`src/rtl/hazard_controller.sv`:
```
// Hazard and sequencing controller for the 5-stage pipeline: operand forwarding,
// load-use stalls, multi-cycle data-memory stalls with timeout, and branch flushes.
module hazard_controller #(
  parameter int unsigned BR_FLUSH_CYCLES = 1,
  parameter int unsigned MEM_TIMEOUT     = 64,
  parameter int unsigned CNT_W           = 16
) (
  input  logic             clk,
  input  logic             rst_n,
  input  logic [3:0]       RA1D,
  input  logic [3:0]       RA2D,
  input  logic [3:0]       RA1E,
  input  logic [3:0]       RA2E,
  input  logic [3:0]       WA3E,
  input  logic [3:0]       WA3M,
  input  logic [3:0]       WA3W,
  input  logic             RegWriteE,
  input  logic             RegWriteM,
  input  logic             RegWriteW,
  input  logic             MemtoRegE,
  input  logic             MemAccessM,
  input  logic             MemReadyM,
  input  logic             BranchTakenE,
  output logic             StallF,
  output logic             StallD,
  output logic             StallE,
  output logic             StallM,
  output logic             FlushD,
  output logic             FlushE,
  output logic             FlushW,
  output logic [1:0]       ForwardAE,
  output logic [1:0]       ForwardBE,
  output logic             mem_err,
  output logic [CNT_W-1:0] stall_cnt,
  output logic [CNT_W-1:0] flush_cnt
);

  typedef enum logic [1:0] {StRun, StMemWait, StBrFlush} state_e;

  state_e           r_state, w_state_nxt;
  logic [7:0]       r_wait_cnt, w_wait_nxt;
  logic [1:0]       r_br_cnt, w_br_nxt;
  logic             r_mem_err;
  logic [CNT_W-1:0] r_stall_cnt, r_flush_cnt;

  logic w_miss, w_load_use, w_stall_all, w_lu_stall, w_flush_d, w_flush_e;
  logic w_err_set, w_flush_inc;
  logic [1:0] w_fwd_a, w_fwd_b;

  // M stage wins over W; R15 is the PC and is never forwarded.
  function automatic logic [1:0] fwd_sel(input logic [3:0] ra, input logic wr_m,
                                         input logic [3:0] wa_m, input logic wr_w,
                                         input logic [3:0] wa_w);
    if (ra == 4'hF)                return 2'b00;
    else if (wr_m && (wa_m == ra)) return 2'b10;
    else if (wr_w && (wa_w == ra)) return 2'b01;
    else                           return 2'b00;
  endfunction

  assign w_miss     = MemAccessM & ~MemReadyM;
  assign w_load_use = MemtoRegE & RegWriteE & ((WA3E == RA1D) | (WA3E == RA2D));

  // Forwarding selects, independent of the FSM state.
  always_comb begin
    w_fwd_a = fwd_sel(RA1E, RegWriteM, WA3M, RegWriteW, WA3W);
    w_fwd_b = fwd_sel(RA2E, RegWriteM, WA3M, RegWriteW, WA3W);
  end

  // Next-state and stall/flush decode; priority is memory miss > branch > load-use.
  always_comb begin
    w_state_nxt = r_state;
    w_wait_nxt  = r_wait_cnt;
    w_br_nxt    = r_br_cnt;
    w_stall_all = 1'b0;
    w_lu_stall  = 1'b0;
    w_flush_d   = 1'b0;
    w_flush_e   = 1'b0;
    w_err_set   = 1'b0;
    w_flush_inc = 1'b0;
    unique case (r_state)
      StRun: begin
        if (w_miss) begin
          w_stall_all = 1'b1;
          w_state_nxt = StMemWait;
          w_wait_nxt  = 8'd1;
        end else if (BranchTakenE) begin
          w_flush_d   = 1'b1;
          w_flush_e   = 1'b1;
          w_flush_inc = 1'b1;
          if (BR_FLUSH_CYCLES > 0) begin
            w_state_nxt = StBrFlush;
            w_br_nxt    = 2'(BR_FLUSH_CYCLES);
          end
        end else if (w_load_use) begin
          w_lu_stall = 1'b1;
          w_flush_e  = 1'b1;
        end
      end
      StMemWait: begin
        // E is frozen here, so a pending branch is picked up after release.
        if (MemReadyM) begin
          w_state_nxt = StRun;
        end else if (r_wait_cnt == 8'(MEM_TIMEOUT)) begin
          w_err_set   = 1'b1;
          w_state_nxt = StRun;
        end else begin
          w_stall_all = 1'b1;
          w_wait_nxt  = r_wait_cnt + 8'd1;
        end
      end
      StBrFlush: begin
        // Load-use is ignored: the dependent instruction in D is being flushed.
        if (w_miss) begin
          w_stall_all = 1'b1;
          w_state_nxt = StMemWait;
          w_wait_nxt  = 8'd1;
        end else if (BranchTakenE) begin
          w_flush_d   = 1'b1;
          w_flush_e   = 1'b1;
          w_flush_inc = 1'b1;
          w_br_nxt    = 2'(BR_FLUSH_CYCLES);
        end else begin
          w_flush_d = 1'b1;
          w_br_nxt  = r_br_cnt - 2'd1;
          if (r_br_cnt <= 2'd1) w_state_nxt = StRun;
        end
      end
      default: w_state_nxt = StRun;
    endcase
  end

  // Outputs are forced to their reset values while reset is asserted.
  always_comb begin
    StallF    = rst_n & (w_stall_all | w_lu_stall);
    StallD    = rst_n & (w_stall_all | w_lu_stall);
    StallE    = rst_n & w_stall_all;
    StallM    = rst_n & w_stall_all;
    FlushW    = rst_n & w_stall_all;
    FlushD    = rst_n & w_flush_d;
    FlushE    = rst_n & w_flush_e;
    ForwardAE = rst_n ? w_fwd_a : 2'b00;
    ForwardBE = rst_n ? w_fwd_b : 2'b00;
    mem_err   = r_mem_err;
    stall_cnt = r_stall_cnt;
    flush_cnt = r_flush_cnt;
  end

  // State, sequencing counters, sticky error and saturating performance counters.
  always_ff @(posedge clk or negedge rst_n) begin
    if (!rst_n) begin
      r_state     <= StRun;
      r_wait_cnt  <= 8'd0;
      r_br_cnt    <= 2'd0;
      r_mem_err   <= 1'b0;
      r_stall_cnt <= '0;
      r_flush_cnt <= '0;
    end else begin
      r_state    <= w_state_nxt;
      r_wait_cnt <= w_wait_nxt;
      r_br_cnt   <= w_br_nxt;
      if (w_err_set) r_mem_err <= 1'b1;
      if (StallF && (r_stall_cnt != '1)) r_stall_cnt <= r_stall_cnt + CNT_W'(1);
      if (w_flush_inc && (r_flush_cnt != '1)) r_flush_cnt <= r_flush_cnt + CNT_W'(1);
    end
  end

endmodule

```
`config.mk`:
```
export PLATFORM = sky130hd
export DESIGN_NAME = hazard_controller
export DESIGN_NICKNAME = d
export VERILOG_FILES = /design/src/rtl/hazard_controller.sv
export SDC_FILE = /design/constraint.sdc
export NUM_CORES = 1
export LEC_CHECK = 0
export ABC_AREA = 1
export CAP_MARGIN = 40
export CORE_ASPECT_RATIO = 1.2
export CORE_UTILIZATION = 40
export DETAILED_ROUTE_END_ITERATION = 12
export GPL_ROUTABILITY_DRIVEN = 1
export GPL_TIMING_DRIVEN = 1
export PLACE_DENSITY = 0.77
export SYNTH_ARGS = -nofsm -noshare
export SYNTH_HDL_FRONTEND = slang
export SYNTH_SLANG_ARGS = --single-unit
export TNS_END_PERCENT = 100
```
`constraint.sdc`:
```
create_clock -name clk -period 3.9 [get_ports clk]
set_clock_uncertainty 0.15 [all_clocks]
set_input_delay 0.78 -clock clk [delete_from_list [all_inputs] [get_ports clk]]
set_output_delay 0.78 -clock clk [all_outputs]
set_load 0.005 [all_outputs]
```
# ---- After elaboration in Yosys (flattened, before gate mapping)
# Index checks and enable logic that the tools add are counted.
dict set report op_classes {
  add_sub_neg 4
  magnitude_cmp 1
  n_eq_ne 23
  muxes 44
  bitwise 10
  n_reduce_logical 13
}
# op count
set ops {}
lappend ops {{$mux W2} 17}
lappend ops {{$add A16 B1 Y16 const B} 2}
lappend ops {{$ne A16 B16 Y1 const B} 2}
lappend ops {{$eq A4 B4 Y1} 6}
lappend ops {{$mux W8} 3}
lappend ops {{$mux W1} 18}
lappend ops {{$pmux W8 S2} 1}
lappend ops {{$ne A3 B3 Y1 const B} 4}
lappend ops {{$reduce_and A4 Y1} 3}
lappend ops {{$ne A2 B2 Y1 const B} 5}
lappend ops {{$add A8 B1 Y8 const B} 1}
lappend ops {{$eq A4 B4 Y1 const B} 2}
lappend ops {{$eq A8 B7 Y1 const B} 1}
lappend ops {{$and A1 B1 Y1} 7}
lappend ops {{$logic_and A1 B1 Y1} 6}
lappend ops {{$pmux W1 S2} 3}
lappend ops {{$pmux W2 S3} 1}
lappend ops {{$pmux W2 S2} 1}
lappend ops {{$reduce_bool A2 Y1} 2}
lappend ops {{$eq A2 B1 Y1 const B} 1}
lappend ops {{$eq A2 B2 Y1 const B} 1}
lappend ops {{$le A2 B1 Y1 const B} 1}
lappend ops {{$logic_not A2 Y1} 1}
lappend ops {{$ne A2 B1 Y1 const B} 1}
lappend ops {{other kinds (4)} 5}
dict set report word_totals {
  register_bits 45
  in_bits 37
  output_inout_bits 44
}

# ---- Depth between registers and ports, before layout
# Gate-level depths: netlist (run 1).
dict set report depth {
  depth_word 10
  depth_mapped 12
  mapped_depth_nobuf 11
}

# ---- Worst setup path after synthesis (run 1)
# No wires, ideal clock.
dict set report synth_timing {
  path_kind {input to output}
  startpoint {in MemAccessM}
  endpoint {out StallF}
  arrival_ps 1788
  required_ps 2970
  slack_ps 1182
  path_stages 10
  path_buffers 2
  path_cell_list {inv_1 nor2_1 inv_1 nor2_1 inv_1 nand2_2 nand2_1 nand2_4 buf_4 buf_4}
}
dict set report synth_between {
  elab_chain_cells 5
}
# element line
set synth_lines {}
lappend synth_lines {{from (decl)} 21} ;# input logic MemAccessM,
lappend synth_lines {{$and A1 B1 Y1 (*)} 60} ;# assign w_miss = MemAccessM & ~MemReadyM;
lappend synth_lines {{$mux W1 (on tied branches)} {82, 113}}
lappend synth_lines {{$pmux W1 S2 / $mux W1 (equally long branches)} 80} ;# unique case (r_state)
lappend synth_lines {{$or A1 B1 Y1 (*)} --}
lappend synth_lines {{$and A1 B1 Y1 (*)} --}
lappend synth_lines {{to (decl)} 24} ;# output logic StallF,
# Mark *: on every way between the ends. The rest lies on a longest branch, timed or not.

# ---- Worst setup path after layout (run 1)
dict set report layout_timing {
  startpoint {in WA3M[2]}
  endpoint {out ForwardAE[1]}
}
dict set report layout_between {
  elab_chain_cells 5
}
# element line
set layout_lines {}
lappend layout_lines {{from (decl)} 15} ;# input logic [3:0] WA3M,
lappend layout_lines {{$eq A4 B4 Y1} 55} ;# else if (wr_m && (wa_m == ra)) return 2'b10;
lappend layout_lines {{$logic_and A1 B1 Y1} 55}
lappend layout_lines {{$mux W2} 55}
lappend layout_lines {{$mux W2} 54} ;# if (ra == 4'hF) return 2'b00;
lappend layout_lines {{$mux W2} 141} ;# ForwardAE = rst_n ? w_fwd_a : 2'b00;
lappend layout_lines {{to (decl)} 31} ;# output logic [1:0] ForwardAE,
# No other way between the ends.

==> out/qor.yml, run 1 <==
outcome: "complete, no violations"
post_cts_buffers: 0
hpwl_um: 6010
drv_slew: 0
fp.dieW_um: 82.5
crit_path_top_delay_cell: "clkdlybuf4s50_1"
setup.worst_path.start_class: "input port"
antenna_cells: 0
max_freq_mhz: 277
critPathRequiredTime_ns: 2.97
clkPwrFrac: 0.252
hp-class: "in -> async"
cts-root-buf: "clkbuf_8"
tns_ns: 0
fp.dieH_um: 98.6
min_period_ns: 3.61
ys_seq_area_frac: 0.362
vias: 3090
path_common_cell: "clkdlybuf4s50_1"
core_area_mm2: 0.00740
grt_use_total: 0.212
worstSetupPathType: "in -> out"
crit_chain: "clkdlybuf4s50_1 -> or2_2 -> a21o_1 -> nor4_1 -> nand2_1 -> nor2_1 -> clkdlybuf4s50_1"
wl_um: 7920
syn_area_per_cell_um2: 6.91
synth_nets: 492
fin_cells: 622
nets: 573
tightest_slew_ns: 0.585
final_core_util: 0.554
mostFrequentLayoutCells: "138 x nand2_1, 79 x clkdlybuf4s50_1, 64 x inv_1"
yosys_warnings: 0
swShare: 0.330
initialDrtViolationCount: 191
cts_made_buffers: 5
io_pins: 81
gp_congestion: 0.908
whs_ns: 0.182
p_int_uw: 991
leakage_nw: 1.91
power_density_mw_per_mm2: 361
cts_tree: "built"
synth.distinct_cells: 32
portBuffers: 80
synth_area_mm2: 0.00311
cp_data_arrival_time_ns: 2.68
post-route-drc-count: 0
dp_cells: 614
power_mw: 1.48
synth_cells: 450
grt_pass1_vias: 3000
period_share: 0.925
combPwrFrac: 0.321
cts.sinks: 45
hold_buffers: 0
num_rows: 34
postRouteAntennaNets: 0
rsz0062_at_grt: "no"
start_util: 0.420
avgRoutedWirePerCell_um: 12.7
cap_violations: 0
antenna_found_initial: 0
cts-htree-levels: 2
die_area_mm2: 0.00813
peakVddDrop_v: 0.000230
avgViaCountPerCell: 4.97
clockBufferDepth: 2
path_max_fanout: 4
p_switching_uw: 488
seqPwrFrac: 0.428
hold_violations: 0
grt_pass1_wl_um: 13600
overflow: 0
slew_headroom: 0.607
endpoint_kind: "output pin"
cts_resized: 0
first_pass_iters: 4
path_clk_slew_ns: 0.09
grt_max_degree: 32
area_delta_synth_final_pct: 31.8
finalSetupViolCount: 0
cpPeakStageDelay_ns: 0.50
layout_commonest_cell: "nand2_1"
clk_latency_ns: 0.30
ys_seq_elements: 45
drive_gt1_frac: 0.0451
[layout make-up]
| type | instances | area (um2) |
|---|---|---|
| repair buffers | 84 | 826 |
| fillers | 697 | 3300 |
| flip-flops and latches | 45 | 1130 |
| multi-input cells | 330 | 1670 |
| clock inverters | 2 | 37.5 |
| well taps | 90 | 113 |
| clock buffers | 6 | 82.6 |
| inverters | 65 | 244 |
[stage by stage]
step                      setup WS (ns)  area [um2]
after floorplan                    1.18        3110
after global placement            0.288        3980
after detailed placement          0.287        3980
after CTS                         0.274        4100
after global routing              0.177        4100
final                             0.293        4100
[worst paths after layout]
check	start	endpoint	slack, ns	cells after the start
setup reg to reg	r_state[0]	flush_cnt[6]	1.63	5
max in group asynchronous	rst_n	r_wait_cnt[5]	2.73	2
hold / removal	rst_n	stall_cnt[7]	0.18	1
setup / recovery	WA3M[2]	ForwardAE[1]	0.29	7
min in group clk	mem_err	mem_err	0.31	1
hold reg to reg	mem_err	mem_err	0.31	1
[worst max-delay path, delay by kind of cell]
family                 cells  cell delay (ns)
AO/OA/AOI/OAI              1             0.18
AND/OR/NAND/NOR            4             0.73
buffers and inverters      2             0.97
[routing by layer]
layer | wire (um) | track usage
met4 | 129 | 0.0607
met1 | 3450 | 0.268
met3 | 348 | 0.0407
met2 | 3990 | 0.360
met5 | 0 | 0
[cell families after synthesis]
logic type	Yosys count	synth area share
compound gates	37	0.0688
xor+xnor	30	0.0845
fa+ha+maj	5	0.0201
buf+inv	75	0.101
flops	45	0.362
simple gates	258	0.364
[power groups by stage]
stage	Clock (mW)	Sequential [mW]	Combinational, mW
after global placement	0	0.638	0.461
after CTS	0.380	0.635	0.479
after detailed placement	0	0.643	0.477
after floorplan	0	0.627	0.242
after global routing	0.396	0.649	0.536
final	0.372	0.633	0.474
[synthesized netlist by cell type]
master	instances	area, um2
a221oi_1	1	8.76
and2_1	1	6.26
nand3_1	40	200
xnor2_1	12	105
buf_4	5	37.5
dfrtp_1	45	1130
a211oi_1	2	15.0
nor2_2	1	6.26
o22ai_1	7	43.8
o21ai_1	1	5.00
o21a_1	1	7.51
nor3_1	18	90.1
nand3_2	1	10.0
nand3b_1	1	7.51
nand4_1	10	62.6
nor3_2	3	30.0
nand2_1	138	518
o21ai_0	17	85.1
a21o_1	2	15.0
inv_1	64	240
nor2_1	37	139
xor2_1	18	158
o221ai_1	1	8.76
or2_2	1	6.26
inv_2	1	3.75
buf_6	1	11.3
a21oi_1	5	25.0
nand2_4	2	22.5
nand2_2	2	12.5
buf_2	4	20.0
ha_1	5	62.6
nor4_1	3	18.8
[flip-flops by register name (all words and copies together) (netlist names)]
signal	cells
flush_cnt	16
mem_err	1
r_br_cnt	2
r_state	2
r_wait_cnt	8
stall_cnt	16
No activity file was read; power rests on OpenSTA's default activity.
==> run 2, diff against run 1 <==
--- a/config.mk
+++ b/config.mk
@@ -13,6 +13,7 @@
 export GPL_ROUTABILITY_DRIVEN = 1
 export GPL_TIMING_DRIVEN = 1
 export PLACE_DENSITY = 0.77
+export SLEW_MARGIN = 5
 export SYNTH_ARGS = -nofsm -noshare
 export SYNTH_HDL_FRONTEND = slang
 export SYNTH_SLANG_ARGS = --single-unit
==> results of run 2 <==
The final DEF is identical to that of run 1; final timing and power are the same.
==> run 3, diff against run 2 <==
--- a/config.mk
+++ b/config.mk
@@ -7,13 +7,15 @@
 export LEC_CHECK = 0
 export ABC_AREA = 1
 export CAP_MARGIN = 40
+export CELL_PAD_IN_SITES_DETAIL_PLACEMENT = 1
+export CELL_PAD_IN_SITES_GLOBAL_PLACEMENT = 1
 export CORE_ASPECT_RATIO = 1.2
-export CORE_UTILIZATION = 40
+export CORE_UTILIZATION = 37
 export DETAILED_ROUTE_END_ITERATION = 12
 export GPL_ROUTABILITY_DRIVEN = 1
 export GPL_TIMING_DRIVEN = 1
-export PLACE_DENSITY = 0.77
-export SLEW_MARGIN = 5
+export PLACE_DENSITY = 0.95
+export SLEW_MARGIN = 30
 export SYNTH_ARGS = -nofsm -noshare
 export SYNTH_HDL_FRONTEND = slang
 export SYNTH_SLANG_ARGS = --single-unit
==> run 3 against run 2 <==
Against the previous run: via count increased by 4.4%; sequential share of layout area increased by 0.12 points; register-to-register slack got worse by 0.08 ns; sequential power about the same; critical path depth unchanged; worst hold slack gained 0.062 ns.
==> out/qor.yml, run 3 (same netlist as run 1, synthesis figures left out) <==
outcome: "complete, no violations"
finalSetupViolCount: 0
nets: 572
rsz0062_at_grt: "no"
num_rows: 36
fp.dieH_um: 102
wl_um: 9390
initialDrtViolationCount: 107
leakage_nw: 1.89
avgRoutedWirePerCell_um: 14.6
clockBufferDepth: 2
whs_ns: 0.243
cts.sinks: 45
critPathRequiredTime_ns: 2.97
io_pins: 81
layout_commonest_cell: "nand2_1"
path_clk_slew_ns: 0.09
grt_pass1_wl_um: 15600
peakVddDrop_v: 0.000147
power_mw: 1.41
cap_violations: 0
grt_pass1_vias: 3362
hpwl_um: 7400
first_pass_iters: 7
max_freq_mhz: 273
nFillCells: 1067
crit_start: "RA1E[2]"
setup.worst_path.start_class: "input port"
tns_ns: 0
portBuffers: 80
cts_tree: "built"
path_max_fanout: 4
cts_resized: 0
clk_latency_ns: 0.31
overflow: 0
worstSetupPathType: "in -> out"
avgViaCountPerCell: 5.00
hp-class: "in -> async"
cts_made_buffers: 5
drive_gt1_frac: 0.0377
cts-root-buf: "clkbuf_8"
antenna_found_initial: 0
hold_buffers: 0
post-route-drc-count: 0
postRouteAntennaNets: 0
die_area_mm2: 0.00877
power_density_mw_per_mm2: 347
endpoint_kind: "output pin"
cts-htree-levels: 2
antenna_cells: 0
cp_data_arrival_time_ns: 2.73
post_cts_buffers: 0
gp_congestion: 0.893
fp.dieW_um: 85.7
tightest_slew_ns: 0.552
drv_slew: 0
period_share: 0.939
grt_use_total: 0.224
slew_headroom: 0.629
area_delta_synth_final_pct: 31.3
hold_violations: 0
core_area_mm2: 0.00815
mostFrequentLayoutCells: "138 x nand2_1, 79 x clkdlybuf4s50_1, 64 x inv_1"
grt_max_degree: 37
start_util: 0.381
r2r_start: "r_state[0]"
min_period_ns: 3.66
vias: 3225
run 3: changes by cell type in the layout (fill, tap and decap cells not counted):
| cell | previous run | this run |
|---|---|---|
| clkbuf_1 | 0 | 3 |
| clkinvlp_4 | 1 | 0 |
| clkbuf_8 | 6 | 5 |
| buf_4 | 4 | 3 |
| bufinv_16 | 1 | 0 |
run 3: worst paths after layout:
path / end / slack [ns] / cells after the start
worst max-delay path: ForwardAE[1] / 0.24 / 7
worst min-delay path: r_wait_cnt[0] / 0.24 / 1
worst max register to register: flush_cnt[4] / 1.55 / 5
worst min register to register: mem_err / 0.32 / 1
max in group asynchronous: stall_cnt[10] / 2.54 / 2
min in group clk: mem_err / 0.32 / 1
run 3: final cells by class:
type	count	area (um2)	share of cell area
Clock buffer	8	80.1	0.0196
Multi-Input combinational cell	330	1670	0.409
Tap cell	114	143	0.0350
Inverter	65	244	0.0598
Timing Repair Buffer	83	818	0.201
Sequential cell	45	1130	0.276
run 3: worst max-delay path, cell delays in order:
cell and delay (ns):
clkdlybuf4s50_1 0.49, or2_2 0.32, a21o_1 0.18, nor4_1 0.25, nand2_1 0.09, nor2_1 0.11, clkdlybuf4s50_1 0.51
run 3: metal layers:
layer,vias up,global-route usage,share of wire
li1,1591,-,-
met1,1558,0.267,0.44
met3,15,0.0307,0.027
met2,61,0.415,0.52
met5,-,0,0
met4,0,0.0731,0.018
run 3: metrics by stage:
stage / util / cell area [um2] / std cells / setup WS (ns)
floorplan: - / 3110 / 450 / 1.18
global placement: 0.491 / 4000 / 637 / 0.283
detailed placement: 0.491 / 4000 / 637 / 0.225
CTS: 0.500 / 4080 / 645 / 0.217
global route: 0.500 / 4080 / 645 / 0.0791
finish: 0.500 / 4080 / 645 / 0.238
run 3: power breakdown:
part | total (mW) | internal (mW) | switching (mW)
sequential | 0.632 | 0.542 | 0.0895
combinational | 0.489 | 0.240 | 0.249
clock | 0.293 | 0.128 | 0.165
total | 1.41 | 0.911 | 0.504
